<file path="config.mk">
export PLATFORM = sky130hd
export DESIGN_NAME = bus_sequencer
export DESIGN_NICKNAME = d
export VERILOG_FILES = /design/src/rtl/ctrl_pkg.sv /design/src/rtl/bus_sequencer.sv
export SDC_FILE = /design/constraint.sdc
export NUM_CORES = 1
export LEC_CHECK = 0
export ABC_AREA = 1
export CAP_MARGIN = 20
export CORE_ASPECT_RATIO = 1.75
export CORE_UTILIZATION = 35
export CTS_CLUSTER_DIAMETER = 120
export DETAILED_ROUTE_END_ITERATION = 8
export SYNTH_ARGS = -nofsm -noshare
export SYNTH_HDL_FRONTEND = slang
export SYNTH_SLANG_ARGS = --single-unit
</file>
<file path="constraint.sdc">
create_clock -name clock -period 1.8 [get_ports clock]
set_input_delay 0.18 -clock clock [delete_from_list [all_inputs] [get_ports clock]]
set_output_delay 0.18 -clock clock [all_outputs]
set_load 0.02 [all_outputs]
</file>
<file path="src/rtl/ctrl_pkg.sv">
// Shared encodings for the datapath control stage.
//   op_t    : opcode presented with start
//   state_t : sequencer FSM state, 2-bit binary
package ctrl_pkg;

  typedef enum logic [1:0] {
    OP_LOAD_A = 2'b00,
    OP_MOV_AB = 2'b01,
    OP_ADD    = 2'b10,
    OP_ACC    = 2'b11
  } op_t;

  typedef enum logic [1:0] {
    S_IDLE = 2'b00,
    S_T0   = 2'b01,
    S_T1   = 2'b10,
    S_DONE = 2'b11
  } state_t;

endpackage

</file>
<file path="src/rtl/bus_sequencer.sv">
// Control sequencer for the 32-bit register/adder datapath.
// Accepts a one-cycle start with an opcode and an ACC iteration count, then
// steps the register-load strobes and the one-hot bus-drive strobes.
// Ports:
//   clock, clear          : clock, async active-low reset
//   start, op, iter       : request, opcode, ACC repeat count (sampled in IDLE)
//   RAin, RBin, RZin      : register load strobes
//   RAout, RBout, RZout   : bus drive strobes (at most one high)
//   busy, done            : not-idle flag, one-cycle completion pulse
module bus_sequencer
  import ctrl_pkg::*;
#(
  parameter int ITER_W = 8
) (
  input  logic              clock,
  input  logic              clear,
  input  logic              start,
  input  logic [1:0]        op,
  input  logic [ITER_W-1:0] iter,
  output logic              RAin,
  output logic              RBin,
  output logic              RZin,
  output logic              RAout,
  output logic              RBout,
  output logic              RZout,
  output logic              busy,
  output logic              done
);

  state_t            state, nxt;
  op_t               op_q;
  logic [ITER_W-1:0] cnt;

  // State register, latched opcode and ACC down-counter.
  always_ff @(posedge clock or negedge clear) begin
    if (!clear) begin
      state <= S_IDLE;
      op_q  <= OP_LOAD_A;
      cnt   <= '0;
    end else begin
      state <= nxt;
      if (state == S_IDLE && start) begin
        op_q <= op_t'(op);
        cnt  <= iter;
      end else if (state == S_T1 && op_q == OP_ACC) begin
        // cnt >= 1 here: a zero count never reaches T1.
        cnt <= cnt - ITER_W'(1);
      end
    end
  end

  // Next-state logic.
  always_comb begin
    nxt = state;
    unique case (state)
      S_IDLE: begin
        if (start) begin
          if (op_t'(op) == OP_ACC && iter == '0) nxt = S_DONE;
          else                                   nxt = S_T0;
        end
      end
      S_T0: begin
        if (op_q == OP_ADD || op_q == OP_ACC) nxt = S_T1;
        else                                  nxt = S_DONE;
      end
      S_T1: begin
        // Last ACC pass is the one that brings the count to zero.
        if (op_q == OP_ACC && cnt != ITER_W'(1)) nxt = S_T0;
        else                                     nxt = S_DONE;
      end
      S_DONE:  nxt = S_IDLE;
      default: nxt = S_IDLE;
    endcase
  end

  // Outputs decoded from registered state and latched opcode only.
  always_comb begin
    RAin  = 1'b0;
    RBin  = 1'b0;
    RZin  = 1'b0;
    RAout = 1'b0;
    RBout = 1'b0;
    RZout = 1'b0;
    busy  = (state != S_IDLE);
    done  = (state == S_DONE);
    unique case (state)
      S_T0: begin
        unique case (op_q)
          OP_LOAD_A: RAin = 1'b1;
          OP_MOV_AB: begin RAout = 1'b1; RBin = 1'b1; end
          OP_ADD:    begin RAout = 1'b1; RZin = 1'b1; end
          OP_ACC:    begin RBout = 1'b1; RZin = 1'b1; end
          default: ;
        endcase
      end
      S_T1: begin
        if (op_q == OP_ADD || op_q == OP_ACC) begin
          RZout = 1'b1;
          RBin  = 1'b1;
        end
      end
      default: ;
    endcase
  end

endmodule

</file>
# Yosys cells after proc, flatten, opt, wreduce, memory -nomap -nowiden

Cells that the tools add are included.

Latch bits: 0
RAM bits: 0
Logic and storage cells: 44
Bits in read-only memories: 0
Memories: 0
Register bits after elaboration: 12

Shift-type cells: 0
Multiply operators: 0
Order comparisons: 0
Reductions and logical operators: 12
Eq/ne operators: 9
Bitwise operators: 0
Add/subtract/negate cells: 1
Muxes and demuxes: 19
Divide/modulo/power cells: 0

Operator list:

| kind                  | count |
|---|---|
| $mux W8               | 2 |
| $mux W1               | 12 |
| $eq A2 B2 Y1 const B  | 5 |
| $logic_not A8 Y1      | 1 |
| $ne A8 B1 Y1 const B  | 1 |
| $pmux W2 S4           | 1 |
| $sub A8 B1 Y8 const B | 1 |
| $mux W2               | 3 |
| $eq A2 B1 Y1 const B  | 2 |
| $logic_and A1 B1 Y1   | 4 |
| $logic_not A2 Y1      | 2 |
| $reduce_bool A2 Y1    | 2 |
| $reduce_or A2 Y1      | 2 |
| $ne A2 B2 Y1 const B  | 1 |
| $pmux W1 S2           | 1 |
| $logic_or A1 B1 Y1    | 1 |

# Depth between registers and ports, before layout

Gate-level depths: netlist (run 1).

Depth in word-level cells: 5
Mapped depth: 8

# Least setup slack after synthesis (run 1)

Ideal clock, no wire load.

Path type: register -> output
Start: register state[0]
End: output RBin
Buffers on the path: 0
Stages on the path, launching flop included: 5
Required time: 1.620 ns
Data arrival time: 1.298 ns
Setup slack: 0.322 ns
Cells stage by stage: dfrtp_1 > inv_1 > ha_1 > nand2_1 > a21boi_0

Word-level cells in the longest chain between the ends: 2
Elaborated cells between the ends (all ways): 3
Classes of those cells: 2 x eq/ne; 1 x mux

Ends and longest elaborated chain:

| item                                         | RTL line            | text |
|---|---|---|
| start, declared                              | bus_sequencer.sv:30 | `state_t state, nxt;` |
| start signal, assigned                       | bus_sequencer.sv:41 | `state <= nxt;` |
| $eq A2 B2 Y1 or $eq A2 B1 Y1 (tied branches) | bus_sequencer.sv:86 | `unique case (state)` |
| $pmux W1 S2 *                                | bus_sequencer.sv:86 |  |
| end, declared                                | bus_sequencer.sv:21 | `output logic RBin,` |

Mark *: on every way between the ends. The rest lies on a longest branch, timed or not.

# Final worst setup path (run 1)

Start: register state[1]
End: output RAout

Word-level cells in the longest chain between the ends: 2

Ends and longest elaborated chain:

| item          | RTL line            | text |
|---|---|---|
| $eq A2 B1 Y1  | bus_sequencer.sv:86 |  |
| $mux W1       | bus_sequencer.sv:86 |  |
| end, declared | bus_sequencer.sv:23 | `output logic RAout,` |

No other way between the ends.

==> results of run 1 <==
-- final timing paths --
check                      slack (ns)       end  depth (start not counted)
setup / recovery                 0.11     RAout                          6
hold / removal                   0.31    cnt[0]                          1
max in group asynchronous        1.09  state[0]                          1
min in group clock               0.52   op_q[0]                          3
hold reg to reg                  0.55    cnt[3]                          2
setup reg to reg                 0.28  state[1]                          9
-- cells by family (layout without fill, tap and decap cells) --
group,Yosys count,count (layout),share of synthesized area [%]
AND/OR/NAND/NOR,56,56,26.76
buffers and inverters,27,56,10.79
AO/OA/AOI/OAI,18,18,13.05
flip-flops,12,12,31.96
adder cells (fa/ha/maj),11,11,14.65
XOR/XNOR,3,3,2.797
-- per-layer routing --
layer  track usage (%)  share of wire [%]
met1             17.03                 38
met2             33.33                 53
met3             3.448                4.9
met4             8.961                3.2
met5                 0                  0
-- worst max-delay path, stage by stage (launching register included) --
cell and delay (ns):
dfrtp_1 0.40, inv_1 0.11, ha_1 0.20, buf_4 0.14, nand2_1 0.05, inv_1 0.04, dlygate4sd2_1 0.32
-- area by class of cell --
| class | count | share of cell area, % |
|---|---|---|
| multi-input cells | 88 | 43.03 |
| clock buffers | 4 | 4.382 |
| flip-flops and latches | 12 | 23.90 |
| well taps | 26 | 2.590 |
| inverters | 27 | 8.068 |
| repair buffers | 25 | 18.03 |
-- report_power, final --
part           switching [W]  total, W  leakage (nW)  internal [W]
Clock               0.000117  0.000311        0.0288      0.000194
Combinational       0.000721   0.00123         0.486      0.000511
Sequential          0.000122  0.000524         0.149      0.000402
Total               0.000960   0.00207         0.664       0.00111
-- through the flow --
stage,power (W),worst slack [ns]
final,0.002067,0.1130
after global routing,0.002233,0.001234
after CTS,0.002084,0.02892
after detailed placement,0.001803,0.04169
after global placement,0.001779,0.07352
after floorplan,0.001356,0.3218
-- flip-flops by register name, indices dropped and copies added (netlist names) --
register	count
state	2
cnt	8
op_q	2
-- synthesized netlist by cell type (all sizes together) --
library cell	number
a21oi	4
o211ai	1
nor3	4
a21o	1
xnor2	1
inv	27
o21ai	5
o21bai	1
o221ai	4
nand4	1
nand2	33
xor2	2
ha	11
dfrtp	12
o22ai	1
nand3	7
a21boi	1
nor2	11
-- cells in the final DEF (no fill, tap or decap), types with 2 or more instances in the layout --
cell type,count
o21ai_0,3
nor3_1,4
xor2_1,2
clkbuf_8,4
dlygate4sd2_1,5
clkdlybuf4s50_1,13
inv_2,6
a21oi_1,4
nand3_1,5
dfrtp_1,12
nor2_2,3
nand2_1,31
o21ai_1,2
buf_4,5
inv_1,21
o221ai_1,3
ha_1,11
nor2_1,8
nand3_2,2
==> impl_metrics.env, run 1 <==
export IMPL_status="finished clean"
export IMPL_p_per_area_nw_per_um2=1645
export IMPL_placed_area_um2=1210
export IMPL_final_nets=181
export IMPL_cts_num_sinks=12
export IMPL_hold_slack_ns=0.3126
export IMPL_dp_cells=178
export IMPL_first_pass_iters=4
export IMPL_regArea_um2=300.3
export IMPL_synth_seq_cells=12
export IMPL_fp_dieArea_um2=2904
export IMPL_critPathCaptureType="primary output"
export IMPL_antennaDiodeCount=0
export IMPL_fin_area_um2=1256
export IMPL_maxCapViolations=0
export IMPL_syn_area_per_cell_um2=7.399
export IMPL_die_y_um=70.54
export IMPL_holdBufCountCts=0
export IMPL_r2r_start="state[0]"
export IMPL_vias=916
export IMPL_critPathLaunchType="register"
export IMPL_dp_hpwl_um=1852
export IMPL_drc_errors=0
export IMPL_yosys_top_cells_area="dfrtp_1 (32%), ha_1 (15%), nand2_1 (12%)"
export IMPL_grt_max_degree=13
export IMPL_hold_class="input port to asynchronous set/reset pin"
export IMPL_clk_latency_ns=0.25
export IMPL_worstSetupPathType="register to primary output"
export IMPL_seq_area_frac_synth_pct=31.96
export IMPL_layout_cells_non_filler=182
export IMPL_viasPerCell=5.033
export IMPL_wl_um=2328
export IMPL_synth_distinct_cells=25
export IMPL_setup_viol=0
export IMPL_area_growth_pct=33.69
export IMPL_skew_ns=0.002991
export IMPL_grt_pass1_wl_um=3643
export IMPL_globalRouteTotalUtil_pct=18.23
export IMPL_rsz0062_at_grt="no"
export IMPL_worst_ep_arrival_time_ns=1.51
export IMPL_multi_input_area_um2=540.5
export IMPL_leakage_nw=0.6637
export IMPL_synth_top_area_cell="dfrtp_1"
export IMPL_overflow=0
export IMPL_ant_nets=0
export IMPL_rows=24
export IMPL_numPortBuffers=20
export IMPL_cts_buffer_depth=2
export IMPL_relSlewSlack_pct=59.05
export IMPL_wire_per_inst_um=12.79
export IMPL_syn_inst=127
export IMPL_cts_resized=8
export IMPL_first_global_vias=878
export IMPL_slew_violations=0
export IMPL_tritoncts="done"
export IMPL_fillers=291
export IMPL_numCtsBuffers=3
export IMPL_hold_viol_final=0
export IMPL_drive_above_1_share_pct=15.38
export IMPL_antenna_found_initial=0
export IMPL_final_core_util_pct=49.80
export IMPL_yosysWarnings=0
export IMPL_synth_nets=151
export IMPL_h_tree_depth=1
export IMPL_synth_top_area_share_pct=31.96
export IMPL_cts_clk_slew_worst_paths_ns=0.06
export IMPL_crit_fanout=4
export IMPL_startpoint="state[1]"
export IMPL_clock_root_buffer="clkbuf_8"
export IMPL_final_setup_tns_ns=0
export IMPL_initial_core_util_pct=37.25
export IMPL_worstPathRequired_ns=1.62
export IMPL_max_freq_ghz=0.5928
export IMPL_finalCritPeriodShare_pct=93.72
export IMPL_ir_worst_vdd_v=0.0007987
export IMPL_drt_initial_drc_count=14
export IMPL_min_period_ns=1.687
export IMPL_synth_area_um2=939.7
export IMPL_io_pins=21
export IMPL_worstMarginPinSlew_ns=0.6123
export IMPL_core_um2=2522
export IMPL_die_w_um=41.17
export IMPL_cts_setup_buffers=0
export IMPL_gp_congestion=0.7067
(Power assumes the default switching activity.)
==> run 2: changes to the inputs <==
ABC_AREA = not set   (was 1)
SKIP_CTS_REPAIR_TIMING = 1   (was not set)
clock period = 2.2 ns   (was 1.8 ns; I/O delays follow)
==> run 2 against run 1 <==
Against the previous run: core utilization fell by 0.73 points; total power shrank 78%; clock skew increased by 0.0024 ns; sequential share of layout area grew 2.7 points; non-clock buffer count is 5 lower; global-route usage is 0.95 points higher; setup slack improved by 0.059 ns; highest routed layer unchanged.
==> impl_metrics.env, run 2 <==
export IMPL_syn_area_per_cell_um2=9.144
export IMPL_reg_top3="cnt (8), op_q (2), state (2)"
export IMPL_max_freq_ghz=0.4930
export IMPL_final_core_util_pct=49.08
export IMPL_h_tree_depth=1
export IMPL_crit_fanout=7
export IMPL_io_pins=21
export IMPL_relSlewSlack_pct=62.73
export IMPL_cts_clk_slew_worst_paths_ns=0.05
export IMPL_rows=23
export IMPL_ant_nets=0
export IMPL_critPathLaunchType="register"
export IMPL_yosysWarnings=0
export IMPL_min_period_ns=2.028
export IMPL_syn_inst=94
export IMPL_numCtsBuffers=3
export IMPL_overflow=0
export IMPL_vias=779
export IMPL_synth_top_area_share_pct=34.93
export IMPL_drive_above_1_share_pct=6.957
export IMPL_antenna_found_initial=0
export IMPL_setup_viol=0
export IMPL_yosys_top_cells_area="dfrtp_1 (35%), ha_1 (16%), o21ai_0 (4.7%)"
export IMPL_fp_dieArea_um2=2666
export IMPL_internal_power_w=0.0003615
export IMPL_rsz0062_at_grt="no"
export IMPL_slew_violations=0
export IMPL_clk_latency_ns=0.24
export IMPL_ys_top_cells_by_count="dfrtp_1 (12), ha_1 (11), inv_1 (8), o21ai_0 (8), nand2_1 (7)"
export IMPL_dp_hpwl_um=1678
export IMPL_gp_congestion=0.8133
export IMPL_drc_errors=0
export IMPL_worst_ep_arrival_time_ns=1.81
export IMPL_pwr_share_comb_pct=6.9
export IMPL_die_y_um=67.56
export IMPL_numPortBuffers=20
export IMPL_synth_top_area_cell="dfrtp_1"
export IMPL_leakage_nw=0.4717
export IMPL_globalRouteTotalUtil_pct=19.18
export IMPL_grt_max_degree=13
export IMPL_switching_share_pct=19.34
export IMPL_first_global_vias=755
export IMPL_p_switching_w=0.00008668
export IMPL_layout_commonest_cell="clkdlybuf4s50_1"
export IMPL_hold_class="input port to asynchronous set/reset pin"
export IMPL_p_per_area_nw_per_um2=396.7
export IMPL_synth_seq_cells=12
export IMPL_fillers=252
export IMPL_wire_per_inst_um=14.71
export IMPL_wl_um=2060
export IMPL_fin_area_um2=1130
export IMPL_synth_distinct_cells=33
export IMPL_skew_ns=0.005411
export IMPL_clock_root_buffer="clkbuf_8"
export IMPL_cts_buffer_depth=2
export IMPL_cts_num_sinks=12
export IMPL_maxCapViolations=0
export IMPL_die_w_um=39.46
export IMPL_status="finished clean"
export IMPL_critPathCaptureType="primary output"
export IMPL_viasPerCell=5.564
export IMPL_final_nets=141
export IMPL_clockPowerShare_pct=43.8
export IMPL_worstMarginPinSlew_ns=0.5573
export IMPL_dp_cells=137
export IMPL_initial_core_util_pct=37.34
export IMPL_p_seq_share_pct=49.4
export IMPL_synthFlopType="dfrtp_1"
export IMPL_worstPathRequired_ns=1.98
export IMPL_top_register="cnt"
export IMPL_multi_input_area_um2=524.3
export IMPL_grt_pass1_wl_um=3394
export IMPL_largest_reg_flops=8
export IMPL_drt_initial_drc_count=4
export IMPL_synth_nets=118
export IMPL_async_reset_ff_share_pct=100.0
export IMPL_antennaDiodeCount=0
export IMPL_layout_cells_non_filler=140
export IMPL_tritoncts="done"
export IMPL_synth_area_um2=859.6
export IMPL_synth_edf_count=0
export IMPL_regArea_um2=300.3
export IMPL_first_pass_iters=6
export IMPL_worstSetupPathType="register to primary output"
export IMPL_layout_common_cells="clkdlybuf4s50_1 (19), dfrtp_1 (12), ha_1 (10), inv_1 (8), o21ai_0 (8)"
export IMPL_yosysMostFrequentCell="dfrtp_1"
export IMPL_finalCritPeriodShare_pct=92.20
export IMPL_seq_area_frac_synth_pct=34.93
export IMPL_placed_area_um2=1084
export IMPL_area_growth_pct=31.44
export IMPL_ir_worst_vdd_v=0.0002377
export IMPL_hold_viol_final=0
export IMPL_core_um2=2302
-- run 2: cell types whose count changed after synthesis, sizes merged, moves of 3 or more --
cell / change
nand2: -26
inv: -19
nand3: -6
a31oi: +5
nor2: -5
and2: +4
o221ai: -4
or3: +4
nor2b: +3
nor3: -3
o21ai: +3
or4: +3
-- run 2: final timing paths --
path                            startpoint  endpoint  slack [ns]  cells past startpoint
min in group clock                 iter[2]    cnt[2]        0.57                      3
worst max-delay path              state[1]      RZin        0.17                      4
worst min register to register      cnt[7]    cnt[7]        0.58                      2
worst min-delay path                 clear    cnt[3]        0.34                      1
max in group asynchronous            clear   op_q[1]        1.49                      1
worst max register to register    state[0]    cnt[7]        0.34                      5
-- run 2: area by class of cell --
class | instances | area share, %
inverter | 8 | 2.658
tap | 25 | 2.769
clock buffer | 3 | 3.654
timing repair buffer | 20 | 17.94
sequential | 12 | 26.58
multi-input combinational | 72 | 46.40
-- run 2: cell families (layout without fill, tap and decap cells) --
logic type      count (synthesis)  after routing  synth area share, %
compound gates                 21             21                15.14
xor+xnor                        2              2                2.038
fa+ha+maj                      11             11                16.01
buf+inv                        10             31                4.367
flops                          12             12                34.93
mux                             2              2                2.474
simple gates                   36             36                25.04
-- run 2: per-layer routing --
metal	GRT usage, %	vias up	share of wire, %
li1	-	381	-
met1	20.88	371	38
met2	33.40	22	55
met3	1.974	5	5.0
met4	11.64	0	2.7
met5	0	-	0
-- run 2: worst max-delay path, cell delays in order (launching register included) --
cell,delay [ns]
dfrtp_1,0.42
inv_1,0.11
ha_1,0.26
nor2b_1,0.16
clkdlybuf4s50_1,0.61
-- run 2: through the flow --
stage / power (W) / TNS (ns) / hold slack, ns / setup slack [ns]
after floorplan: 0.0002265 / 0 / -0.07559 / 0.5290
after global placement: 0.0002561 / 0 / 0.5709 / 0.2822
after detailed placement: 0.0002560 / 0 / 0.5755 / 0.2333
after CTS: 0.0004522 / -0.04473 / 0.3619 / -0.04473
after global routing: 0.0004645 / 0 / 0.3973 / 0.04205
final: 0.0004482 / 0 / 0.3414 / 0.1716
-- run 2: power groups by stage --
stage | sequential, W | combinational [W] | clock, W
final | 0.000221 | 0.0000308 | 0.000196
after global routing | 0.000221 | 0.0000336 | 0.000210
after CTS | 0.000221 | 0.0000315 | 0.000200
after detailed placement | 0.000225 | 0.0000313 | 0
after global placement | 0.000225 | 0.0000313 | 0
after floorplan | 0.000225 | 0.00000168 | 0
==> run 3: changes to the inputs <==
REMOVE_ABC_BUFFERS = 1   (was not set)
==> run 3 against run 2 <==
Against the previous run: die area stayed put; clock-buffer cell count is 1 higher; setup slack lost 0.049 ns; clock skew fell by 0.0028 ns; core utilization increased by 0.60 points; clock power is 23% higher; largest power group is now clock; highest routed layer unchanged.
==> impl_metrics.env, run 3 (synthesis results as in run 2) <==
export IMPL_status="finished clean"
export IMPL_r2r_slack_ns=0.40
export IMPL_fp_dieArea_um2=2666
export IMPL_critPathSlowestCell="clkdlybuf4s50_1"
export IMPL_rsz0062_at_grt="no"
export IMPL_reg_top3="cnt (8), op_q (2), state (2)"
export IMPL_vias=750
export IMPL_leakage_nw=0.4789
export IMPL_numCtsBuffers=3
export IMPL_r2r_cells=5
export IMPL_layout_commonest_cell="clkdlybuf4s50_1"
export IMPL_hold_viol_final=0
export IMPL_wire_per_inst_um=14.12
export IMPL_worst_ep_arrival_time_ns=1.86
export IMPL_max_freq_ghz=0.4814
export IMPL_layout_cells_non_filler=141
export IMPL_viasPerCell=5.319
export IMPL_final_core_util_pct=49.67
export IMPL_gp_congestion=0.8307
export IMPL_slew_violations=0
export IMPL_first_pass_iters=6
export IMPL_drive_above_1_share_pct=7.759
export IMPL_drt_initial_drc_count=23
export IMPL_dp_cells=137
export IMPL_r2r_start="state[0]"
export IMPL_globalRouteTotalUtil_pct=17.28
export IMPL_grt_max_degree=13
export IMPL_drc_errors=0
export IMPL_clk_latency_ns=0.24
export IMPL_relSlewSlack_pct=63.18
export IMPL_hold_class="input port to asynchronous set/reset pin"
export IMPL_ant_nets=0
export IMPL_max_stage_delay_ns=0.62
export IMPL_grt_pass1_wl_um=3063
export IMPL_crit_fanout=7
export IMPL_ir_worst_vdd_v=0.0002565
export IMPL_rows=23
export IMPL_setup_viol=0
export IMPL_core_um2=2302
export IMPL_antenna_found_initial=0
export IMPL_largest_reg_flops=8
export IMPL_io_pins=21
export IMPL_critPathLaunchType="register"
export IMPL_dp_hpwl_um=1614
export IMPL_top_register="cnt"
export IMPL_die_w_um=39.46
export IMPL_worstSetupPathType="register to primary output"
export IMPL_min_period_ns=2.077
export IMPL_cts_clk_slew_worst_paths_ns=0.05
export IMPL_tritoncts="done"
export IMPL_r2r_end="cnt[7]"
export IMPL_h_tree_depth=1
export IMPL_die_y_um=67.56
export IMPL_finalCritPeriodShare_pct=94.43
export IMPL_critical_path_buf_inv_count=2
export IMPL_numPortBuffers=20
export IMPL_initial_core_util_pct=37.34
export IMPL_layout_common_cells="clkdlybuf4s50_1 (19), dfrtp_1 (12), ha_1 (10), inv_1 (8), o21ai_0 (8)"
export IMPL_final_nets=141
export IMPL_path_delay_family="buffers and inverters"
export IMPL_first_global_vias=740
export IMPL_skew_ns=0.002599
export IMPL_fillers=234
export IMPL_antennaDiodeCount=0
export IMPL_regArea_um2=300.3
export IMPL_cts_num_sinks=12
export IMPL_worstPathRequired_ns=1.98
export IMPL_area_growth_pct=33.04
export IMPL_overflow=0
export IMPL_p_per_area_nw_per_um2=431.9
export IMPL_critPathCaptureType="primary output"
export IMPL_multi_input_area_um2=524.3
export IMPL_wl_um=1991
export IMPL_cts_buffer_depth=2
export IMPL_maxCapViolations=0
export IMPL_path_cells="inv_1 > ha_1 > nor2b_1 > clkdlybuf4s50_1"
export IMPL_worstMarginPinSlew_ns=0.5506
export IMPL_clock_root_buffer="clkbuf_8"
[run 3: changes by cell type in the layout (fill, tap and decap cells not counted)]
cell / previous run / this run
clkbuf_8: 3 / 4
[run 3: through the flow]
step                      cell area [um2]  total power [W]  setup WS (ns)  hold slack, ns  TNS [ns]
final                                1144        0.0004939         0.1226          0.3365         0
after global routing                 1144        0.0005127        0.06143          0.3864         0
after CTS                            1139        0.0005000       -0.03158          0.3614  -0.03158
after detailed placement             1084        0.0002564         0.2514          0.5739         0
after global placement               1084        0.0002562         0.2792          0.5859         0
after floorplan                     852.1        0.0002265         0.5290        -0.07559         0
[run 3: worst max path at each step]
| stage | from | to | slack [ns] | depth (start not counted) |
|---|---|---|---|---|
| finish | state[1] | RZin | 0.12 | 4 |
| global route | state[1] | RZin | 0.06 | 4 |
| CTS | state[0] | RBin | -0.03 | 6 |
| detailed placement | state[0] | RBin | 0.25 | 6 |
| global placement | state[0] | RBin | 0.28 | 6 |
| floorplan | state[0] | cnt[4] | 0.53 | 5 |
[run 3: layout make-up]
cell class	count	share of cell area (%)
timing repair buffer	20	17.72
inverter	8	2.626
clock buffer	4	4.814
tap	25	2.735
sequential	12	26.26
multi-input combinational	72	45.84
[run 3: metal layers]
layer	track usage (%)	part of all wire [%]	vias up
met4	9.052	1.6	0
met5	0	0	-
met1	17.46	39	342
li1	-	-	383
met2	31.97	55	21
met3	1.974	4.1	4
[run 3: where the power goes]
part           switching [W]  internal (W)  leakage (nW)
clock              0.0000835      0.000158        0.0288
combinational      0.0000112     0.0000201         0.318
sequential                 0      0.000221         0.132
total              0.0000947      0.000399         0.479
